==> src/rtl/sha1_mem_ctrl.sv <==
// sha1_mem_ctrl: bus-master front end for the sha1_dfa hash core.
// Accepts a command (source/destination byte addresses), reads the 32-bit
// message word, launches the core, waits for its digest and writes the
// 160-bit result back as five 32-bit words, H0 at the lowest address.
//
// Ports:
//   clk, rst            clock, asynchronous active-high reset
//   cmd_*               CPU command handshake (valid/ready, src, dst)
//   busy_o/done_o/err_o status: in progress, completion pulse, sticky timeout
//   mem_*               single-outstanding memory master (req/ack)
//   core_*              sha1_dfa interface (para, start, addr, result, ready, busy)
//
// Optional feature macro: SHA1_CTRL_TIMEOUT_EN
//   defined   -> watchdog of TIMEOUT_CYCLES clocks on core_ready_i; on expiry
//                err_o is set, write-back is skipped and done_o still pulses.
//   undefined -> WAIT lasts indefinitely, err_o stays 0.
//
// Memory timing: mem_req_o is registered one cycle behind the state, so every
// transfer spends one cycle with req low followed by the req/ack cycle(s).
// With a zero-wait memory (ack in the first req cycle) this yields 2 cycles
// per transfer and a 15-cycle accept-to-done latency.

module sha1_mem_ctrl #(
  parameter int unsigned RESULT_WORDS = 5
`ifdef SHA1_CTRL_TIMEOUT_EN
  , parameter int unsigned TIMEOUT_CYCLES = 4096
`endif
) (
  input  logic         clk,
  input  logic         rst,
  input  logic         cmd_valid_i,
  output logic         cmd_ready_o,
  input  logic [31:0]  cmd_src_i,
  input  logic [31:0]  cmd_dst_i,
  output logic         busy_o,
  output logic         done_o,
  output logic         err_o,
  output logic         mem_req_o,
  output logic         mem_we_o,
  output logic [31:0]  mem_addr_o,
  output logic [31:0]  mem_wdata_o,
  input  logic [31:0]  mem_rdata_i,
  input  logic         mem_ack_i,
  output logic [31:0]  core_para_o,
  output logic         core_start_o,
  output logic [31:0]  core_addr_o,
  input  logic [159:0] core_result_i,
  input  logic         core_ready_i,
  input  logic         core_busy_i
);

  localparam int unsigned DIGEST_W = 160;
  localparam int unsigned K_W      = (RESULT_WORDS > 1) ? $clog2(RESULT_WORDS) : 1;

  typedef enum logic [2:0] {
    S_IDLE  = 3'd0,
    S_RD    = 3'd1,
    S_START = 3'd2,
    S_WAIT  = 3'd3,
    S_WR    = 3'd4,
    S_DONE  = 3'd5
  } state_t;

  state_t               r_state;
  state_t               w_next;

  logic [31:0]          r_src;
  logic [31:0]          r_dst;
  logic [31:0]          r_para;
  logic [DIGEST_W-1:0]  r_digest;
  logic [K_W-1:0]       r_k;
  logic                 r_err;
  logic                 r_mem_req;
  logic                 r_mem_we;
  logic [31:0]          r_mem_addr;
  logic [31:0]          r_mem_wdata;

  logic                 w_cmd_fire;
  logic                 w_xfer_done;
  logic                 w_last_word;
  logic                 w_timeout;
  logic                 w_req_next;
  logic [31:0]          w_wr_addr;
  logic [31:0]          w_wr_data;

  assign w_cmd_fire  = cmd_valid_i && (r_state == S_IDLE);
  // An ack only counts while a request is actually on the bus.
  assign w_xfer_done = r_mem_req && mem_ack_i;
  assign w_last_word = (r_k == K_W'(RESULT_WORDS - 1));

  // Word k goes to dst+4k (wraps modulo 2^32); H0 is the top digest word.
  assign w_wr_addr = r_dst + 32'({r_k, 2'b00});
  assign w_wr_data = 32'(r_digest >> (32 * (RESULT_WORDS - 1 - 32'(r_k))));

`ifdef SHA1_CTRL_TIMEOUT_EN
  localparam int unsigned TMO_W = (TIMEOUT_CYCLES > 1) ? $clog2(TIMEOUT_CYCLES) : 1;

  logic [TMO_W-1:0] r_tmo_cnt;

  // Watchdog: counts WAIT cycles, expires on the last allowed one.
  always_ff @(posedge clk or posedge rst) begin
    if (rst) begin
      r_tmo_cnt <= '0;
    end else if (r_state == S_WAIT) begin
      r_tmo_cnt <= r_tmo_cnt + TMO_W'(1);
    end else begin
      r_tmo_cnt <= '0;
    end
  end

  assign w_timeout = (r_state == S_WAIT) && !core_ready_i &&
                     (r_tmo_cnt == TMO_W'(TIMEOUT_CYCLES - 1));
`else
  assign w_timeout = 1'b0;
`endif

  // State register.
  always_ff @(posedge clk or posedge rst) begin
    if (rst) begin
      r_state <= S_IDLE;
    end else begin
      r_state <= w_next;
    end
  end

  // Next-state logic.
  always_comb begin
    w_next = r_state;
    case (r_state)
      S_IDLE:  if (w_cmd_fire)   w_next = S_RD;
      S_RD:    if (w_xfer_done)  w_next = S_START;
      S_START: if (!core_busy_i) w_next = S_WAIT;
      S_WAIT: begin
        if (core_ready_i)   w_next = S_WR;
        else if (w_timeout) w_next = S_DONE;
      end
      S_WR:    if (w_xfer_done && w_last_word) w_next = S_DONE;
      S_DONE:  w_next = S_IDLE;
      default: w_next = S_IDLE;
    endcase
  end

  // State-decoded outputs.
  always_comb begin
    cmd_ready_o  = 1'b0;
    busy_o       = 1'b1;
    done_o       = 1'b0;
    core_start_o = 1'b0;
    core_para_o  = 32'd0;
    core_addr_o  = 32'd0;
    case (r_state)
      S_IDLE: begin
        cmd_ready_o = 1'b1;
        busy_o      = 1'b0;
      end
      S_START: begin
        core_start_o = !core_busy_i;
        core_para_o  = r_para;
        core_addr_o  = r_src;
      end
      S_WAIT, S_WR: begin
        core_para_o = r_para;
        core_addr_o = r_src;
      end
      S_DONE: begin
        done_o      = 1'b1;
        core_para_o = r_para;
        core_addr_o = r_src;
      end
      default: ;
    endcase
  end

  // Request for the next cycle: drops on the ack cycle, giving the one-cycle gap.
  assign w_req_next = ((r_state == S_RD) || (r_state == S_WR)) && !w_xfer_done;

  // Command capture, read data, digest, word index and bus registers.
  always_ff @(posedge clk or posedge rst) begin
    if (rst) begin
      r_src       <= 32'd0;
      r_dst       <= 32'd0;
      r_para      <= 32'd0;
      r_digest    <= '0;
      r_k         <= '0;
      r_err       <= 1'b0;
      r_mem_req   <= 1'b0;
      r_mem_we    <= 1'b0;
      r_mem_addr  <= 32'd0;
      r_mem_wdata <= 32'd0;
    end else begin
      if (w_cmd_fire) begin
        r_src <= cmd_src_i & 32'hFFFF_FFFC;
        r_dst <= cmd_dst_i & 32'hFFFF_FFFC;
        r_err <= 1'b0;
      end
      if ((r_state == S_RD) && w_xfer_done) begin
        r_para <= mem_rdata_i;
      end
      if ((r_state == S_WAIT) && core_ready_i) begin
        r_digest <= core_result_i;
        r_k      <= '0;
      end
      if ((r_state == S_WR) && w_xfer_done) begin
        r_k <= r_k + K_W'(1);
      end
      if (w_timeout) begin
        r_err <= 1'b1;
      end

      r_mem_req <= w_req_next;
      r_mem_we  <= w_req_next && (r_state == S_WR);
      if (w_req_next) begin
        r_mem_addr  <= (r_state == S_WR) ? w_wr_addr : r_src;
        r_mem_wdata <= (r_state == S_WR) ? w_wr_data : 32'd0;
      end else begin
        r_mem_addr  <= 32'd0;
        r_mem_wdata <= 32'd0;
      end
    end
  end

  assign err_o       = r_err;
  assign mem_req_o   = r_mem_req;
  assign mem_we_o    = r_mem_we;
  assign mem_addr_o  = r_mem_addr;
  assign mem_wdata_o = r_mem_wdata;

endmodule

==> config.mk <==
export PLATFORM = sky130hd
export DESIGN_NAME = sha1_mem_ctrl
export DESIGN_NICKNAME = d
export VERILOG_FILES = /design/src/rtl/sha1_mem_ctrl.sv
export SDC_FILE = /design/constraint.sdc
export NUM_CORES = 1
export LEC_CHECK = 0
export BUFFER_PORTS_ARGS = -buffer_cell sky130_fd_sc_hd__buf_2
export CAP_MARGIN = 30
export CORE_MARGIN = 3
export CORE_UTILIZATION = 50
export DETAILED_ROUTE_END_ITERATION = 8
export GPL_ROUTABILITY_DRIVEN = 0
export GPL_TIMING_DRIVEN = 0
export PLACE_DENSITY = 0.82
export SLEW_MARGIN = 10
export SYNTH_ARGS = -nofsm -noshare
export SYNTH_HDL_FRONTEND = slang
export SYNTH_SLANG_ARGS = --single-unit
==> constraint.sdc <==
create_clock -name clk -period 12.1 [get_ports clk]
set_input_delay 1.815 -clock clk [delete_from_list [all_inputs] [get_ports clk]]
set_output_delay 1.815 -clock clk [all_outputs]
set_load 0.1 [all_outputs]
; ---- Word-level counts from Yosys, hierarchy flattened
; Cells that the tools add are included.
[op_classes]
addsub = 3
n_mul = 0
n_div = 0
order_cmp = 0
n_eq_ne = 11
n_shift = 1
muxes = 18
bitwise_logic = 0
reduce_logical = 15
[op_table]
columns = operator, n
row1 = 32-bit two-way mux, 6
row2 = 160-bit by 32-bit >> shifter with 32-bit output, 1
row3 = 32-bit by 5-bit adder with 32-bit output, 1
row4 = 3-bit two-way mux, 7
row5 = 3-bit case mux with 5 select lines, 1
row6 = "2-bit != test, second input constant", 5
row7 = "3-bit == test, second input constant", 3
row8 = 1-bit logical AND, 8
row9 = "3-bit by 2-bit == test with 1-bit output, second input constant", 2
row10 = 5-bit AND reduction, 1
row11 = 1-bit two-way mux, 4
row12 = 4-bit OR reduction, 1
row13 = "3-bit by 3-bit subtractor with 4-bit output, first input constant", 1
row14 = "3-bit by 1-bit adder with 3-bit output, second input constant", 1
row15 = "3-bit by 1-bit == test with 1-bit output, second input constant", 1
row16 = 3-bit logical NOT, 1
row17 = 1-bit logical NOT, 2
row18 = 2-bit nonzero test, 1
row19 = 1-bit logical OR, 1
[word_totals]
ff_bits = 324
latchBits = 0
ram_bits = 0
romBits = 0
inputBits = 262
word_cells = 58
mem_count = 0

; ---- Longest topological paths before layout
; Gate-level depths: netlist of the first run.
[depth]
depth_word = 4
ltp_mapped = 10
mapped_depth_nobuf = 7

; ---- Worst setup path after synthesis of the first run
; No wires, ideal clock.
[synth_timing]
kind = in2out
start = in core_busy_i
end = out core_start_o
t_arrival_ps = 4966
required_time_ps = 10285
slack_ps = 5319
stages = 1
n_path_buf = 0
cell_sequence = nor4b_1
[synth_via]
elab_chain_cells = 2
[synth_rtl]
columns = element, line_no
row1 = from (decl), 49  ; input logic core_busy_i
row2 = 1-bit logical NOT, 157  ; core_start_o = !core_busy_i;
row3 = 1-bit two-way mux, 151  ; case (r_state)
row4 = to (decl), 45  ; output logic core_start_o,
; Every way passes these cells.

; ---- Worst setup path in the final report of the first run
[layout_timing]
start = reg r_state[1]
end = out core_addr_o[3]
[layout_via]
elab_chain_cells = 3
[layout_rtl]
columns = element, line_no
row1 = from (decl), 64  ; state_t r_state;
row2 = from (signal assigned), 122  ; r_state <= w_next;
row3 = 3-bit == test / 3-bit by 2-bit == test with 1-bit output (equally long branches), 151
row4 = 4-bit OR reduction (no source line) *, --
row5 = 32-bit two-way mux *, 151
row6 = to (decl), 46  ; output logic [31:0] core_addr_o,
; Mark *: on every way between the ends. The rest lies on a longest branch, timed or not.

==> results of run 1 <==
==> sequential cells by signal, indices dropped and copies added, names as in the netlist <==
name / cells
mem_req_o: 1
r_state: 3
r_k: 3
mem_we_o: 1
r_para: 32
mem_addr_o: 30
r_dst: 30
r_digest: 160
mem_wdata_o: 32
r_src: 30
==> area by class of cell <==
class,instances,area [um2],share of cell area
repair buffers,390,2020,0.113
flip-flops and latches,322,8060,0.453
well taps,372,465,0.0261
diodes,18,45.0,0.00253
clock buffers,45,962,0.0540
clock inverters,15,156,0.00878
multi-input cells,642,5740,0.322
plain buffers,71,319,0.0179
inverters,9,41.3,0.00232
==> Yosys cell counts, drive strengths merged, types with 7 or more instances <==
master,instances,share of area
nand4,7,0.0031
a22oi,32,0.017
o21ai,9,0.0032
mux2,250,0.20
mux4,32,0.051
nand2,28,0.0074
nand3,20,0.0083
nor2,44,0.012
a31oi,12,0.0053
and3,8,0.0036
nor3,9,0.0032
and2,65,0.029
dfrtp,322,0.57
a21oi,42,0.015
or4,9,0.0053
and4,7,0.0043
buf,28,0.011
o31ai,8,0.0042
clkbuf,43,0.011
inv,9,0.0024
==> worst paths after layout <==
kind | end | slack, ns | cells after the start
worst max register to register | mem_wdata_o[8] | 8.41 | 10
max in group asynchronous | mem_wdata_o[28] | 9.51 | 4
worst max-delay path | core_addr_o[3] | 7.13 | 5
min in group asynchronous | r_para[23] | 1.36 | 2
worst min-delay path | r_para[10] | 0.49 | 1
worst min register to register | r_para[10] | 0.49 | 1
==> where the power goes <==
part	leakage, nW	switching, mW	internal, mW
clock	0.549	0.436	0.589
combinational	3.96	1.93	0.980
sequential	4.02	0.314	1.54
total	8.53	2.68	3.11
==> cell families after synthesis <==
kind of cell | after synthesis | share of synthesized area
AOI/OAI and AO/OA | 122 | 0.0560
xor gates and xnor gates | 9 | 0.00558
adders and majority gates | 7 | 0.00673
buffers and inverters | 80 | 0.0250
DFF | 322 | 0.570
muxes | 283 | 0.251
other | 1 | 0.000265
and+or+nand+nor | 216 | 0.0856
==> layer usage <==
metal	track usage	routed length [um]
met5	0	77
met4	0.119	1740
met3	0.0714	3260
met2	0.424	19500
met1	0.304	14900
==> critical path, stage by stage, from the launching register on <==
cell and delay [ns]:
dfrtp_1 0.43, clkbuf_1 0.33, xor2_1 0.77, clkbuf_1 0.42
and2_1 0.24, buf_2 0.44
==> per-stage QoR <==
| step | std cells | utilization | power (mW) | hold slack [ns] | TNS, ns |
|---|---|---|---|---|---|
| 6_report | 1884 | 0.650 | 5.79 | 0.494 | 0 |
| 5_1_grt | 1883 | 0.650 | 6.08 | 0.515 | 0 |
| 2_1_floorplan | 1044 | - | 4.14 | 0.472 | 0 |
| 3_5_place_dp | 1806 | 0.607 | 4.77 | 0.487 | 0 |
| 4_1_cts | 1866 | 0.648 | 5.81 | 0.500 | 0 |
| 3_3_place_gp | 1803 | 0.604 | 4.68 | 0.480 | -592.86 |
==> qor.csv, run 1 <==
stage,metric,value,unit
min_path,Hold Crit Class,reg2reg,
power,Power Density,325,mW/mm2
die,FP Rows,60,
yosys,post-synthesis cell count,1040,
clock_network,Clock Pin Slew Worst Setup and Hold Paths,0.06,ns
run,maxcap violations,0,
setup_path,Critical path origin,r_state[1],
yosys,"Async S/R FF share, synth",1.00,
setup_path,"Arr. time, crit path",3.16,ns
drt,Remaining DRCs,0,
sta,worst-margin pin slew,0.921,ns
yosys,"EDFF count, synth",0,
die,Die Ht,174,um
yosys,Post-Syn Area,0.0141,mm2
sta,Final Worst Setup Slack,7.13,ns
final_layout,Filler cells,2079,
setup_path,startpoint types,flip-flop,
final_layout,"commonest non-fill, non-tap cell in the layout",buf_2,
die,die area,0.0303,mm2
sta,"Slew Viols, Final",0,
clock_network,H-tree lvl count,2,
place,HPWL Detailed,29200,um
drt,DR vias,10600,
yosys,ys flop type,dfrtp_1,
run_status,status,finished clean,
final_layout,"commonest cells after routing, fill and taps aside","buf_2, dfrtp_1, mux2_2",
drt,final wirelength,39400,um
sta,endpoints failing setup,0,
final_layout,nets,1739,
yosys,Synth Area per Inst,13.6,um2
clock_network,largest buffer count on any clock path,3,
clock_network,CTS root buf,clkbuf_16,
sta,final period utilization,0.411,
place,post-place instance area,0.0166,mm2
clock_network,TritonCTS Buffers,34,
power,Leakage,8.53,nW
clock_network,CTS tree,done,
global_route,first-pass GRT wire length,60600,um
clock_network,Post-CTS Setup Inserts,0,
setup_path,kind of critical path,reg2out,
global_route,Congestion Overflow GR,0,
drt,wire per inst,20.9,um
sta,max frequency,201,MHz
setup_path,reg2reg start,r_k[0],
clock_network,Worst-Skew Late Latency,0.52,ns
sta,Rel. slew slack,0.384,
min_path,hold_sp,r_para[10],
yosys,synth warn,0,
drt,1st-pass router iterations,5,
die,CORE AREA,0.0274,mm2
clock_network,hold_buf cts,0,
final_layout,fraction of layout instances using a drive strength above 1,0.515,
place,IO buf count,387,
drt,initial DRC count,674,
final_layout,P&R area growth vs syn,26.0,%
global_route,overall routing resource usage,0.253,
global_route,initial antenna violation count,24,
clock_network,# clock sinks,322,
sta,minimum clock period,4.97,ns
die,Ports,397,
sta,final hold vios,0,
clock_network,PostCTS Resize Cnt,0,
power,peak supply drop,0.218,mV
die,Initial Utilization,0.516,
yosys,unique cell type count in the Yosys netlist,59,
setup_path,Critical Path End Type,output port,
drt,"antenna viol nets, final",0,
setup_path,Crit Path Max Fanout,10,
sta,Final Skew,0.0252,ns
sta,RSZ-0062 raised after global routing,false,
die,Chip Width,174,um
setup_path,worst endpoint required time,10.28,ns
final_layout,post-route cell area,0.0178,mm2
global_route,vias in the first global route,11100,
drt,Via density,5.64,
place,pre-CTS setup slack,7.17,ns
yosys,sequential area share after synthesis,0.570,
yosys,Yosys reg bits,322,
global_route,largest net degree at the start of global routing,93,
Power figures use the tool's default switching activity.
==> run 2, diff against run 1 <==
==> constraint.sdc (replaced) <==
create_clock -name clk -period 4.9 [get_ports clk]
set_input_delay 0.735 -clock clk [delete_from_list [all_inputs] [get_ports clk]]
set_output_delay 0.735 -clock clk [all_outputs]
set_load 0.1 [all_outputs]
==> qor.csv, run 2 (synthesis gave the netlist of run 1 again) <==
stage,metric,value,unit,change
sta,"Slew Viols, Final",0,,unchanged
clock_network,H-tree lvl count,2,,unchanged
clock_network,largest buffer count on any clock path,3,,unchanged
final_layout,"commonest non-fill, non-tap cell in the layout",buf_2,,unchanged
clock_network,# clock sinks,322,,unchanged
power,Comb power frac,0.499,,was 0.503
drt,1st-pass router iterations,5,,unchanged
final_layout,final std cells w/o fill,1890,,was 1884
drt,wire per inst,21.2,um,was 20.9 um
drt,DR vias,10500,,was 10600
clock_network,Worst-Skew Late Latency,0.51,ns,was 0.52 ns
power,Sequential Power Share,0.318,,was 0.320
sta,RSZ-0062 raised after global routing,false,,unchanged
power,Clock power frac,0.183,,was 0.177
clock_network,TritonCTS Buffers,36,,was 34
die,FP Rows,60,,unchanged
run_status,status,finished clean,,unchanged
power,Internal,7.82,mW,was 3.11 mW
die,die area,0.0303,mm2,unchanged
setup_path,kind of critical path,reg2reg,,was reg2out
global_route,overall routing resource usage,0.259,,was 0.253
drt,Via density,5.54,,was 5.64
final_layout,Filler cells,2014,,was 2079
power,net switching power,6.63,mW,was 2.68 mW
run,maxcap violations,0,,unchanged
global_route,largest net degree at the start of global routing,41,,was 93
power,Leakage,8.58,nW,was 8.53 nW
setup_path,worst endpoint required time,5.32,ns,was 10.28 ns
drt,initial DRC count,683,,was 674
global_route,initial antenna violation count,21,,was 24
setup_path,Worst R2R Setup Slack,1.12,ns,was 8.41 ns
final_layout,Multi-input gate area,0.00574,mm2,unchanged
die,Chip Width,174,um,unchanged
sta,max frequency,264,MHz,
sta,Final Skew,0.0231,ns,was 0.0252 ns
final_layout,Final Core Density,0.654,,was 0.650
setup_path,Crit Path Max Fanout,10,,unchanged
setup_path,Critical path origin,r_k[0],,was r_state[1]
power,switching part of the total,0.459,,was 0.463
setup_path,reg-to-reg endpoint,mem_wdata_o[23],,was mem_wdata_o[8]
place,dpl cells,1812,,was 1806
sta,minimum clock period,3.78,ns,
final_layout,FF/Latch Area,0.00806,mm2,unchanged
power,Power Density,806,mW/mm2,was 325 mW/mm2
final_layout,max reg flops,160,,unchanged
die,Ports,397,,unchanged
final_layout,fraction of layout instances using a drive strength above 1,0.513,,was 0.515
clock_network,PostCTS Resize Cnt,0,,unchanged
setup_path,reg2reg start,r_k[0],,unchanged
sta,final period utilization,0.772,,
drt,final wirelength,40000,um,was 39400 um
final_layout,P&R area growth vs syn,26.9,%,was 26.0%
global_route,first-pass GRT wire length,62000,um,was 60600 um
place,HPWL Detailed,29600,um,was 29200 um
setup_path,Critical Path End Type,flip-flop,,was output port
clock_network,CTS tree,done,,unchanged
sta,worst-margin pin slew,0.782,ns,was 0.921 ns
power,peak supply drop,0.558,mV,was 0.218 mV
sta,final hold vios,0,,unchanged
global_route,Congestion Overflow GR,0,,unchanged
die,CORE AREA,0.0274,mm2,unchanged
setup_path,worst r2r path cells,10,,unchanged
place,post-place instance area,0.0167,mm2,was 0.0166 mm2
sta,Final Worst Setup Slack,1.12,ns,was 7.13 ns
setup_path,startpoint types,flip-flop,,unchanged
sta,Post-Route Setup TNS,0,ns,unchanged
final_layout,post-route cell area,0.0179,mm2,was 0.0178 mm2
die,Die Ht,174,um,unchanged
final_layout,register bank with the most flops,r_digest,,unchanged
drt,"antenna viol nets, final",0,,unchanged
sta,endpoints failing setup,0,,unchanged
clock_network,Post-CTS Setup Inserts,0,,unchanged
sta,Rel. slew slack,0.479,,was 0.384
clock_network,hold_buf cts,0,,unchanged
die,Initial Utilization,0.516,,unchanged
global_route,vias in the first global route,11200,,was 11100
drt,Remaining DRCs,0,,unchanged
place,pre-CTS setup slack,1.07,ns,was 7.17 ns
min_path,Hold Crit Class,in2async,,was reg2reg
final_layout,"commonest cells after routing, fill and taps aside","buf_2, dfrtp_1, mux2_2",,unchanged
final_layout,nets,1747,,was 1739
clock_network,Clock Pin Slew Worst Setup and Hold Paths,0.06,ns,about the same
place,IO buf count,387,,unchanged
setup_path,"Arr. time, crit path",4.20,ns,was 3.16 ns
clock_network,CTS root buf,clkbuf_16,,unchanged
## run 2: cell count changes in the layout (fill, tap and decap cells not counted), moves of 2 or more
cell / delta
buf_12: +9
clkbuf_1: +7
diode_2: -3
clkbuf_16: +3
clkinv_2: -5
inv_6: +2
clkinv_8: -2
buf_16: -3
## run 2: per-stage QoR
stage / hold WS [ns] / total power [mW]
after CTS: 0.229 / 14.5
after floorplan: 0.472 / 10.2
after detailed placement: 0.487 / 11.8
after global routing: 0.236 / 15.2
after global placement: 0.479 / 11.6
final: 0.244 / 14.5
## run 2: power by group through the flow
stage / clock (mW) / combinational (mW) / sequential [mW]
6_report: 2.65 / 7.22 / 4.59
5_1_grt: 2.80 / 7.66 / 4.71
4_1_cts: 2.69 / 7.25 / 4.56
3_5_place_dp: 0 / 7.22 / 4.59
3_3_place_gp: 0 / 7.05 / 4.52
2_1_floorplan: 0 / 5.21 / 5.01
## run 2: final cells by class
class | count | share of cell area
antenna | 15 | 0.00209
buffer | 71 | 0.0178
clock buffer | 54 | 0.0585
clock inverter | 9 | 0.00600
inverter | 9 | 0.00209
multi-input combinational | 642 | 0.320
sequential | 322 | 0.449
tap | 372 | 0.0260
timing repair buffer | 396 | 0.118
## run 2: how the worst max path moves through the flow
stage                           end  slack (ns)  cells past startpoint
floorplan            mem_addr_o[10]       -0.13                      1
global placement         r_para[15]       -1.86                      2
detailed placement  mem_wdata_o[26]        1.07                      9
CTS                 mem_wdata_o[26]        1.08                      9
global route        mem_wdata_o[16]        0.85                     10
finish              mem_wdata_o[23]        1.12                     10
## run 2: metal layers
metal  GRT usage  wire length (um)  up-vias
li1            -                 -     4666
met1       0.313             15200     5268
met2       0.442             20100      424
met3      0.0721              3160       99
met4       0.101              1370       12
met5           0                68        -
## run 2: worst max-delay path, stage by stage, from the launching register on
cell      delay, ns
dfrtp_1        0.38
clkbuf_1       0.50
buf_1          0.61
inv_1          0.12
ha_1           0.23
ha_1           0.28
inv_1          0.13
nor3_1         0.59
clkbuf_1       0.51
a22oi_1        0.18
nor2_1         0.15
